==> src/rtl/fnd_pkg.sv <==
// Shared constants, segment codes and converter state encoding for the
// 4-digit FND display back end.
package fnd_pkg;

    localparam int NUM_DIGITS = 4;
    localparam int BIN_W      = 14;
    localparam int MAX_COUNT  = 9999;

    // Active-low segments {dp,g,f,e,d,c,b,a}, dp off.
    localparam logic [7:0] SEG_0     = 8'hC0;
    localparam logic [7:0] SEG_1     = 8'hF9;
    localparam logic [7:0] SEG_2     = 8'hA4;
    localparam logic [7:0] SEG_3     = 8'hB0;
    localparam logic [7:0] SEG_4     = 8'h99;
    localparam logic [7:0] SEG_5     = 8'h92;
    localparam logic [7:0] SEG_6     = 8'h82;
    localparam logic [7:0] SEG_7     = 8'hF8;
    localparam logic [7:0] SEG_8     = 8'h80;
    localparam logic [7:0] SEG_9     = 8'h90;
    localparam logic [7:0] SEG_BLANK = 8'hFF;

    typedef enum logic [1:0] {
        IDLE = 2'd0,
        CONV = 2'd1,
        LOAD = 2'd2
    } conv_state_t;

    function automatic logic [7:0] bcd_to_seg(input logic [3:0] nib);
        case (nib)
            4'd0:    return SEG_0;
            4'd1:    return SEG_1;
            4'd2:    return SEG_2;
            4'd3:    return SEG_3;
            4'd4:    return SEG_4;
            4'd5:    return SEG_5;
            4'd6:    return SEG_6;
            4'd7:    return SEG_7;
            4'd8:    return SEG_8;
            4'd9:    return SEG_9;
            default: return SEG_BLANK;
        endcase
    endfunction

endpackage

==> src/rtl/bin2bcd_seq.sv <==
// Sequential double-dabble converter (14-bit binary -> 4 BCD digits) with a
// one-deep last-wins pending slot so a new count is never dropped while busy.
module bin2bcd_seq
    import fnd_pkg::*;
(
    input  logic             clk,
    input  logic             reset,
    input  logic [BIN_W-1:0] bin_in,
    input  logic             bin_valid,
    output logic             busy,
    output logic [15:0]      bcd_out,
    output logic             bcd_update
);

    localparam logic [3:0]       LAST_STEP = 4'(BIN_W - 1);
    localparam logic [BIN_W-1:0] MAX_BIN   = BIN_W'(MAX_COUNT);

    conv_state_t      state_q, state_d;
    logic [BIN_W-1:0] bin_q, bin_d;
    logic [15:0]      bcd_q, bcd_d;
    logic [3:0]       cnt_q, cnt_d;
    logic [BIN_W-1:0] pend_q, pend_d;
    logic             pend_v_q, pend_v_d;
    logic [BIN_W-1:0] bin_sat;
    logic [15:0]      adj;

    always_comb begin
        bin_sat = (bin_in > MAX_BIN) ? MAX_BIN : bin_in;

        adj = bcd_q;
        for (int i = 0; i < NUM_DIGITS; i++) begin
            if (bcd_q[4*i +: 4] >= 4'd5) adj[4*i +: 4] = bcd_q[4*i +: 4] + 4'd3;
        end

        state_d    = state_q;
        bin_d      = bin_q;
        bcd_d      = bcd_q;
        cnt_d      = cnt_q;
        pend_d     = pend_q;
        pend_v_d   = pend_v_q;
        bcd_update = 1'b0;

        case (state_q)
            IDLE: begin
                if (bin_valid) begin
                    bin_d   = bin_sat;
                    bcd_d   = '0;
                    cnt_d   = '0;
                    state_d = CONV;
                end
            end
            CONV: begin
                bcd_d = {adj[14:0], bin_q[BIN_W-1]};
                bin_d = {bin_q[BIN_W-2:0], 1'b0};
                cnt_d = cnt_q + 4'd1;
                if (cnt_q == LAST_STEP) state_d = LOAD;
                if (bin_valid) begin
                    pend_d   = bin_sat;
                    pend_v_d = 1'b1;
                end
            end
            LOAD: begin
                bcd_update = 1'b1;
                bcd_d      = '0;
                cnt_d      = '0;
                pend_v_d   = 1'b0;
                // A strobe arriving with an empty slot is captured and consumed
                // in the same cycle, so busy never drops while work remains.
                if (pend_v_q) begin
                    bin_d   = pend_q;
                    state_d = CONV;
                    if (bin_valid) begin
                        pend_d   = bin_sat;
                        pend_v_d = 1'b1;
                    end
                end else if (bin_valid) begin
                    bin_d   = bin_sat;
                    state_d = CONV;
                end else begin
                    state_d = IDLE;
                end
            end
            default: state_d = IDLE;
        endcase
    end

    always_ff @(posedge clk or posedge reset) begin
        if (reset) begin
            state_q  <= IDLE;
            bin_q    <= '0;
            bcd_q    <= '0;
            cnt_q    <= '0;
            pend_q   <= '0;
            pend_v_q <= 1'b0;
        end else begin
            state_q  <= state_d;
            bin_q    <= bin_d;
            bcd_q    <= bcd_d;
            cnt_q    <= cnt_d;
            pend_q   <= pend_d;
            pend_v_q <= pend_v_d;
        end
    end

    assign busy    = (state_q != IDLE);
    assign bcd_out = bcd_q;

endmodule

==> src/rtl/fnd_scan_controller.sv <==
// Display back end: converts the count to BCD and time-multiplexes the four
// digits onto a common-anode 7-segment display with registered pins.
module fnd_scan_controller
    import fnd_pkg::*;
#(
    parameter int SCAN_DIV = 100_000,
    parameter int BLANK_LZ = 0
) (
    input  logic             clk,
    input  logic             reset,
    input  logic [BIN_W-1:0] count_in,
    input  logic             count_valid,
    input  logic [3:0]       dot_in,
    output logic             busy,
    output logic [3:0]       fnd_digit,
    output logic [7:0]       fnd_data
);

    localparam int            PW         = (SCAN_DIV > 1) ? $clog2(SCAN_DIV) : 1;
    localparam logic [PW-1:0] PRESC_LAST = PW'(SCAN_DIV - 1);

    logic [15:0]   bcd_out;
    logic          bcd_update;
    logic [PW-1:0] presc_q, presc_d;
    logic [1:0]    sel_q, sel_d;
    logic [15:0]   bcd_disp_q, bcd_disp_d;
    logic [3:0]    digit_q, digit_d;
    logic [7:0]    data_q, data_d;
    logic [3:0]    nib;
    logic [3:0]    lz;
    logic [7:0]    seg;

    bin2bcd_seq u_conv (
        .clk        (clk),
        .reset      (reset),
        .bin_in     (count_in),
        .bin_valid  (count_valid),
        .busy       (busy),
        .bcd_out    (bcd_out),
        .bcd_update (bcd_update)
    );

    always_comb begin
        presc_d = presc_q + 1'b1;
        sel_d   = sel_q;
        if (presc_q == PRESC_LAST) begin
            presc_d = '0;
            sel_d   = sel_q + 2'd1;
        end

        bcd_disp_d = bcd_update ? bcd_out : bcd_disp_q;

        nib = bcd_disp_q[{sel_q, 2'b00} +: 4];
        // lz[i]: digit i and every digit above it are zero; ones never blanks.
        lz[3] = (bcd_disp_q[15:12] == 4'd0);
        lz[2] = lz[3] && (bcd_disp_q[11:8] == 4'd0);
        lz[1] = lz[2] && (bcd_disp_q[7:4] == 4'd0);
        lz[0] = 1'b0;

        seg     = bcd_to_seg(nib);
        digit_d = ~(4'b0001 << sel_q);
        data_d  = {~dot_in[sel_q], seg[6:0]};
        if ((BLANK_LZ != 0) && lz[sel_q]) data_d = SEG_BLANK;
    end

    always_ff @(posedge clk or posedge reset) begin
        if (reset) begin
            presc_q    <= '0;
            sel_q      <= '0;
            bcd_disp_q <= '0;
            digit_q    <= 4'b1111;
            data_q     <= SEG_BLANK;
        end else begin
            presc_q    <= presc_d;
            sel_q      <= sel_d;
            bcd_disp_q <= bcd_disp_d;
            digit_q    <= digit_d;
            data_q     <= data_d;
        end
    end

    assign fnd_digit = digit_q;
    assign fnd_data  = data_q;

endmodule

==> config.mk <==
export PLATFORM = sky130hd
export DESIGN_NAME = fnd_scan_controller
export DESIGN_NICKNAME = d
export VERILOG_FILES = /design/src/rtl/fnd_pkg.sv /design/src/rtl/bin2bcd_seq.sv /design/src/rtl/fnd_scan_controller.sv
export SDC_FILE = /design/constraint.sdc
export NUM_CORES = 1
export LEC_CHECK = 0
export CAP_MARGIN = 20
export CORE_UTILIZATION = 55
export DETAILED_ROUTE_END_ITERATION = 8
export GPL_ROUTABILITY_DRIVEN = 0
export PLACE_DENSITY = 0.77
export SETUP_SLACK_MARGIN = 0.2
export SLEW_MARGIN = 25
export SYNTH_ARGS = -nofsm -noshare
export SYNTH_HDL_FRONTEND = slang
export SYNTH_SLANG_ARGS = --single-unit
==> constraint.sdc <==
create_clock -name clk -period 5.9 [get_ports clk]
set_input_delay 1.77 -clock clk [delete_from_list [all_inputs] [get_ports clk]]
set_output_delay 1.77 -clock clk [all_outputs]
set_load 0.01 [all_outputs]
# ---- Word level (Yosys, flattened, before mapping)
# Memories as Yosys holds them, arrays and structs flattened. A register that Yosys moved wholly into a read port is not among the register bits.
# Index checks and enable logic that the tools add are counted.
# Widths: inputs -> output; s select.
dict set report word_totals {
  regBits 98
  latch_bits 0
  ramBits 0
  mem_bits_ro 112
  output_inout_bits 13
  n_memories 1
}
# memory depth word_bits read_ports rd_ports_with_merged_regs wr line_no
set mem_list {}
lappend mem_list {{(name not given)} 16 7 1 1 0 fnd_pkg.sv:29} ;# case (nib)
dict set report classes {
  addsub 7
  mul 0
  div 0
  order_cmp 6
  eq_ne 8
  shifts 2
  mux 28
  n_bitwise 2
  reduce_logical 8
}
# operator count
set op_table {}
lappend op_table {{$mux 14} 5}
lappend op_table {{$pmux 16 s3} 1}
lappend op_table {{$pmux 14 s3} 1}
lappend op_table {{$pmux 14 s2} 1}
lappend op_table {{$add 17x1->17 const B} 1}
lappend op_table {{$eq 17x17->1 const B} 1}
lappend op_table {{$mux 17} 1}
lappend op_table {{$ge 4x3->1 const B} 4}
lappend op_table {{$mux 16} 1}
lappend op_table {{$mux 4} 4}
lappend op_table {{$shiftx 16x5->4} 1}
lappend op_table {{$gt 14x14->1 const B} 1}
lappend op_table {{$add 4x2->4 const B} 3}
lappend op_table {{$pmux 4 s3} 1}
lappend op_table {{$reduce_and 2->1} 4}
lappend op_table {{$mux 1} 6}
lappend op_table {{$mux 2} 3}
lappend op_table {{$pmux 2 s3} 1}
lappend op_table {{$add 4x1->4 const B} 1}
lappend op_table {{$eq 4x4->1 const B} 1}
lappend op_table {{$ne 2x1->1 const B} 2}
lappend op_table {{$ne 2x2->1 const B} 2}
lappend op_table {{$not 4->4} 1}
lappend op_table {{$reduce_bool 2->1} 2}
lappend op_table {{12 further kinds} 12}

# ---- Longest topological paths before layout
dict set report logic_depth {
  word_depth 5
  depth_mapped 8
  depth_no_buf 6
}

# ---- Hierarchy
# Synthesis repeated with hierarchy kept, for this count alone.
dict set report hier_totals {
  cells_unflattened 455
  hier_area_um2 4989.8
}
# module n_inst cells_per_inst area_per_inst_um2 seq_area_each_um2
set modules_own_cells {}
lappend modules_own_cells {bin2bcd_seq 1 275 2776.4 1276.2}
lappend modules_own_cells {fnd_scan_controller 1 180 2213.4 1191.1}

# ---- Least setup slack after synthesis
# No wires, ideal clock.
dict set report synth_timing {
  path_type {input to register}
  startpoint {input count_in[6]}
  endpoint {register u_conv.bin_q[0]}
  setup_ns 0.137
  arrival_ns 2.809
  required_ns 5.763
  slack_ns 2.954
  cell_stages 4
  path_cell_list {nor4_1 > o311ai_0 > a2111oi_0 > nor3_1}
}
dict set report synth_via {
  elab_chain_cells 5
}
# item line_no
set synth_lines {}
lappend synth_lines {{start, declared} fnd_scan_controller.sv:11} ;# input logic [BIN_W-1:0] count_in,
lappend synth_lines {{$gt 14x14->1 *} bin2bcd_seq.sv:28} ;# bin_sat = (bin_in > MAX_BIN) ? MAX_BIN : bin_in;
lappend synth_lines {{$mux 14 *} bin2bcd_seq.sv:28}
lappend synth_lines {{$mux 14 *} {bin2bcd_seq.sv:45, bin2bcd_seq.sv:76}}
lappend synth_lines {{$mux 14} bin2bcd_seq.sv:69} ;# if (pend_v_q) begin
lappend synth_lines {{$pmux 14 s3 *} bin2bcd_seq.sv:43} ;# case (state_q)
lappend synth_lines {{end signal, assigned} bin2bcd_seq.sv:97} ;# bin_q <= bin_d;
lappend synth_lines {{end, declared} bin2bcd_seq.sv:19} ;# logic [BIN_W-1:0] bin_q, bin_d;
# Mark *: on every way between the ends. The rest lies on a longest branch, timed or not.
# A chain may end at the register's enable or synchronous reset.

# ---- Worst setup path after layout
dict set report layout_timing {
  startpoint {input count_valid}
  endpoint {register u_conv.bcd_q[8] (netlist: u_conv.bcd_out[8])}
}
dict set report layout_via {
  elab_chain_cells 2
}
# item line_no
set layout_lines {}
lappend layout_lines {{start, declared} fnd_scan_controller.sv:12} ;# input logic count_valid,
lappend layout_lines {{$ne 2x2->1 (no line)} n/a}
lappend layout_lines {{$reduce_and 2->1 (no line)} n/a}
lappend layout_lines {{end signal, assigned} bin2bcd_seq.sv:91} ;# bcd_q <= '0;
lappend layout_lines {{end signal, assigned} bin2bcd_seq.sv:98} ;# bcd_q <= bcd_d;
lappend layout_lines {{end, declared} bin2bcd_seq.sv:20} ;# logic [15:0] bcd_q, bcd_d;
# No other way between the ends.

==> impl_metrics.prom <==
# TYPE chip_impl_metric gauge
chip_impl_metric{name="final.min_clock_period",unit="ns"} 3.64
chip_impl_info{name="crit_slowest_cell",value="clkdlybuf4s50_1"} 1
chip_impl_metric{name="routed_wirelength",unit="µm"} 9230
chip_impl_metric{name="asyncSetResetFlopFracSynth",unit="%"} 100
chip_impl_info{name="final_cell_mix",value="dfrtp_1 (86), nand2_1 (40), o21ai_0 (34)"} 1
chip_impl_metric{name="iter_0_drt_violations",unit=""} 159
chip_impl_metric{name="finalSetupViolations",unit=""} 0
chip_impl_metric{name="total_negative_slack_for_setup_checks",unit="ns"} 0
chip_impl_metric{name="finalNetCount",unit=""} 524
chip_impl_metric{name="ys_seq_area_share",unit="%"} 50.0
chip_impl_metric{name="placementRows",unit=""} 34
chip_impl_metric{name="maxClockFrequency",unit="GHz"} 0.275
chip_impl_metric{name="place_worst_setup_slack",unit="ns"} 1.94
chip_impl_metric{name="synth.distinct_cells",unit=""} 58
chip_impl_metric{name="synth_seq_cells",unit=""} 98
chip_impl_metric{name="core_region_area",unit="µm²"} 8720
chip_impl_metric{name="syn2layout_area_growth",unit="%"} 12.6
chip_impl_metric{name="chipWidth",unit="µm"} 96.7
chip_impl_metric{name="period_utilization_post_route",unit="%"} 61.7
chip_impl_metric{name="vdd_drop_max",unit="µV"} 258
chip_impl_metric{name="hold_violations",unit=""} 0
chip_impl_metric{name="worst_ep_arrival_time",unit="ns"} 3.90
chip_impl_metric{name="port-buffer-count",unit=""} 33
chip_impl_info{name="synth-main-ff-cell",value="dfrtp_1"} 1
chip_impl_metric{name="cts.reportedPaths.clkPinSlew",unit="ns"} 0.09
chip_impl_metric{name="vias",unit=""} 3536
chip_impl_metric{name="syn_area",unit="µm²"} 4930
chip_impl_metric{name="synth_top_area_share",unit="%"} 43.6
chip_impl_info{name="clk_root_buf",value="clkbuf_8"} 1
chip_impl_metric{name="drcViolationCount",unit=""} 0
chip_impl_info{name="critical_path_class",value="primary input to register"} 1
chip_impl_metric{name="antenna_found_initial",unit=""} 0
chip_impl_metric{name="dp_hpwl",unit="µm"} 6440
chip_impl_info{name="run_status",value="complete, no violations"} 1
chip_impl_metric{name="cts_resized",unit=""} 0
chip_impl_metric{name="detail_route.vias_per_cell",unit=""} 5.97
chip_impl_metric{name="syn_avg_cell_area",unit="µm²"} 11.0
chip_impl_metric{name="grt_pass1_wl",unit="µm"} 16200
chip_impl_metric{name="cts-buffers-inserted",unit=""} 9
chip_impl_info{name="crit_path_cell_trace",value="clkdlybuf4s50_1 > nor2b_1 > nor2_1 > buf_4 > nand2_1 > o32ai_1"} 1
chip_impl_metric{name="postCtsSetupRepairBufs",unit=""} 0
chip_impl_info{name="synthDominantAreaCellType",value="dfrtp_1"} 1
chip_impl_metric{name="crit_required",unit="ns"} 6.16
chip_impl_info{name="grt_setup_unrepaired",value="false"} 1
chip_impl_info{name="timing.critical_path.to_type",value="register"} 1
chip_impl_metric{name="clock_skew",unit="ns"} 0.0135
chip_impl_metric{name="max-cap-violations",unit=""} 0
chip_impl_metric{name="die_area",unit="µm²"} 9350
chip_impl_metric{name="grt_start_max_net_pins",unit=""} 41
chip_impl_metric{name="globalRouteTotalUtil",unit="%"} 21.2
chip_impl_metric{name="antenna-diode-count",unit=""} 0
chip_impl_metric{name="first_global_vias",unit=""} 3410
chip_impl_metric{name="maxSlewViolCount",unit=""} 0
chip_impl_metric{name="critPathMaxStageDelay",unit="ns"} 0.88
chip_impl_metric{name="timing.slew.headroom",unit="%"} 38.1
chip_impl_metric{name="grt.overflow.total",unit=""} 0
chip_impl_metric{name="insertion_delay",unit="ns"} 0.37
chip_impl_metric{name="critPathMaxFanout",unit=""} 19
chip_impl_metric{name="firstDrtPassIters",unit=""} 4
chip_impl_metric{name="p_leak",unit="nW"} 2.38
chip_impl_metric{name="number_of_nets_in_the_synthesized_netlist",unit=""} 495
chip_impl_metric{name="final.setup.worst_slack",unit="ns"} 2.26
chip_impl_metric{name="yosys_warnings",unit=""} 0
chip_impl_info{name="commonest_non_fill_non_tap_cell_in_the_layout",value="dfrtp_1"} 1
chip_impl_metric{name="drt.antenna.violating_nets",unit=""} 0
chip_impl_metric{name="clkSinkCount",unit=""} 98
chip_impl_info{name="netlist_top_cells_area",value="dfrtp_1 (44%), dfstp_2 (6.4%), ha_1 (6.1%)"} 1
chip_impl_metric{name="synth-edff-count",unit=""} 0
chip_impl_metric{name="h_tree_lvls",unit=""} 3
chip_impl_metric{name="synthesis.instances",unit=""} 450
chip_impl_metric{name="wire_per_inst",unit="µm"} 15.6
chip_impl_metric{name="clock_tree.buffer_depth",unit=""} 2
chip_impl_metric{name="starting_density",unit="%"} 56.6
chip_impl_info{name="min_path_type",value="register to register"} 1
chip_impl_info{name="tritoncts",value="done"} 1
chip_impl_metric{name="cts_hold_buf",unit=""} 0
chip_impl_metric{name="die_h",unit="µm"} 96.7
chip_impl_info{name="sort_of_element_at_the_start_of_the_critical_path",value="primary input"} 1
chip_impl_metric{name="power_density",unit="nW/µm²"} 307
chip_impl_metric{name="worstMarginPinSlew",unit="ns"} 0.929
chip_impl_metric{name="post_route_cells_drive_above_1_share",unit="%"} 13.0
chip_impl_metric{name="power.total",unit="mW"} 1.70
chip_impl_metric{name="design.portCount",unit=""} 34
[worst max-delay path, delay by kind of cell]
family | cells | cell delay [ns]
buf+inv | 2 | 1.09
compound gates | 1 | 0.39
simple gates | 3 | 0.65
[cells in the mapped netlist, drive strengths merged (3+ instances only)]
| master | number |
|---|---|
| clkbuf | 9 |
| nor2 | 25 |
| mux2 | 22 |
| xnor2 | 14 |
| dfrtp | 86 |
| xor2 | 8 |
| nand2b | 15 |
| dfstp | 12 |
| and2 | 5 |
| mux4 | 5 |
| o32ai | 3 |
| o21ai | 35 |
| and4 | 3 |
| o21a | 3 |
| o22ai | 4 |
| inv | 25 |
| o311ai | 5 |
| a2bb2oi | 9 |
| buf | 10 |
| nand4 | 4 |
| nand3 | 9 |
| nor3 | 3 |
| a221o | 4 |
| o22a | 8 |
| nor2b | 3 |
| nand2 | 40 |
| ha | 24 |
| a22o | 5 |
| o221ai | 3 |
| a21oi | 19 |
| nor3b | 4 |
| a221oi | 9 |
[final timing paths]
kind,cells past startpoint,from,endpoint,slack (ns)
setup / recovery,6,count_valid,u_conv.bcd_out[8],2.26
hold / removal,1,presc_q[8],presc_q[8],0.49
setup reg to reg,6,u_conv.state_q[0],u_conv.bin_q[12],3.28
hold reg to reg,1,presc_q[8],presc_q[8],0.49
max in group asynchronous,3,reset,bcd_disp_q[14],3.27
min in group asynchronous,2,reset,presc_q[15],1.74
[metrics by stage]
step                      instance area, µm²  cells  hold WS, ns  util, %
after detailed placement                5340    576        0.471     61.2
final                                   5560    592        0.493     63.7
after floorplan                         4930    450        0.446        -
after global placement                  5340    576        0.460     61.2
after global routing                    5560    592        0.515     63.7
after CTS                               5560    592        0.493     63.7
[sequential cells by signal, summed over array words and instances (netlist names)]
name             count
sel_q                2
bcd_disp_q          16
u_conv.cnt_q         4
fnd_digit            4
u_conv.bcd_out      16
u_conv.pend_v_q      1
u_conv.state_q       2
fnd_data             8
u_conv.pend_q       14
presc_q             17
u_conv.bin_q        14
[kinds of logic (layout without fill, tap and decap cells)]
logic type,Yosys count,in the layout,synth area share (%)
simple gates,121,121,12.7
compound gates,113,113,15.8
flops,98,98,50.0
buf+inv,44,78,3.80
mux,28,28,7.73
fa+ha+maj,24,24,6.09
xor+xnor,22,22,3.90
[cell type report]
type / count / area, µm²
fill: 676 / 3170
inverter: 25 / 95.1
timing repair buffer: 37 / 360
clock buffer: 10 / 128
sequential: 98 / 2470
multi-input combinational: 308 / 2280
clock inverter: 6 / 90.1
tap: 108 / 135
[layer usage]
layer | part of all wire, % | vias to the layer above | track usage [%] | wire, µm
met5 | 0 | - | 0 | 0
met4 | 1.2 | 0 | 6.20 | 113
met3 | 4.9 | 13 | 4.70 | 454
met2 | 48 | 104 | 33.8 | 4420
met1 | 46 | 1743 | 29.4 | 4250
li1 | - | 1676 | - | -
[where the power goes]
group / internal, mW / switching, mW / total [mW] / leakage (nW)
Clock: 0.240 / 0.228 / 0.468 / 0.107
Sequential: 0.778 / 0.0831 / 0.861 / 1.25
Combinational: 0.169 / 0.206 / 0.375 / 1.02
Total: 1.19 / 0.517 / 1.70 / 2.38
Note: power is estimated with default switching activity, not from simulation.
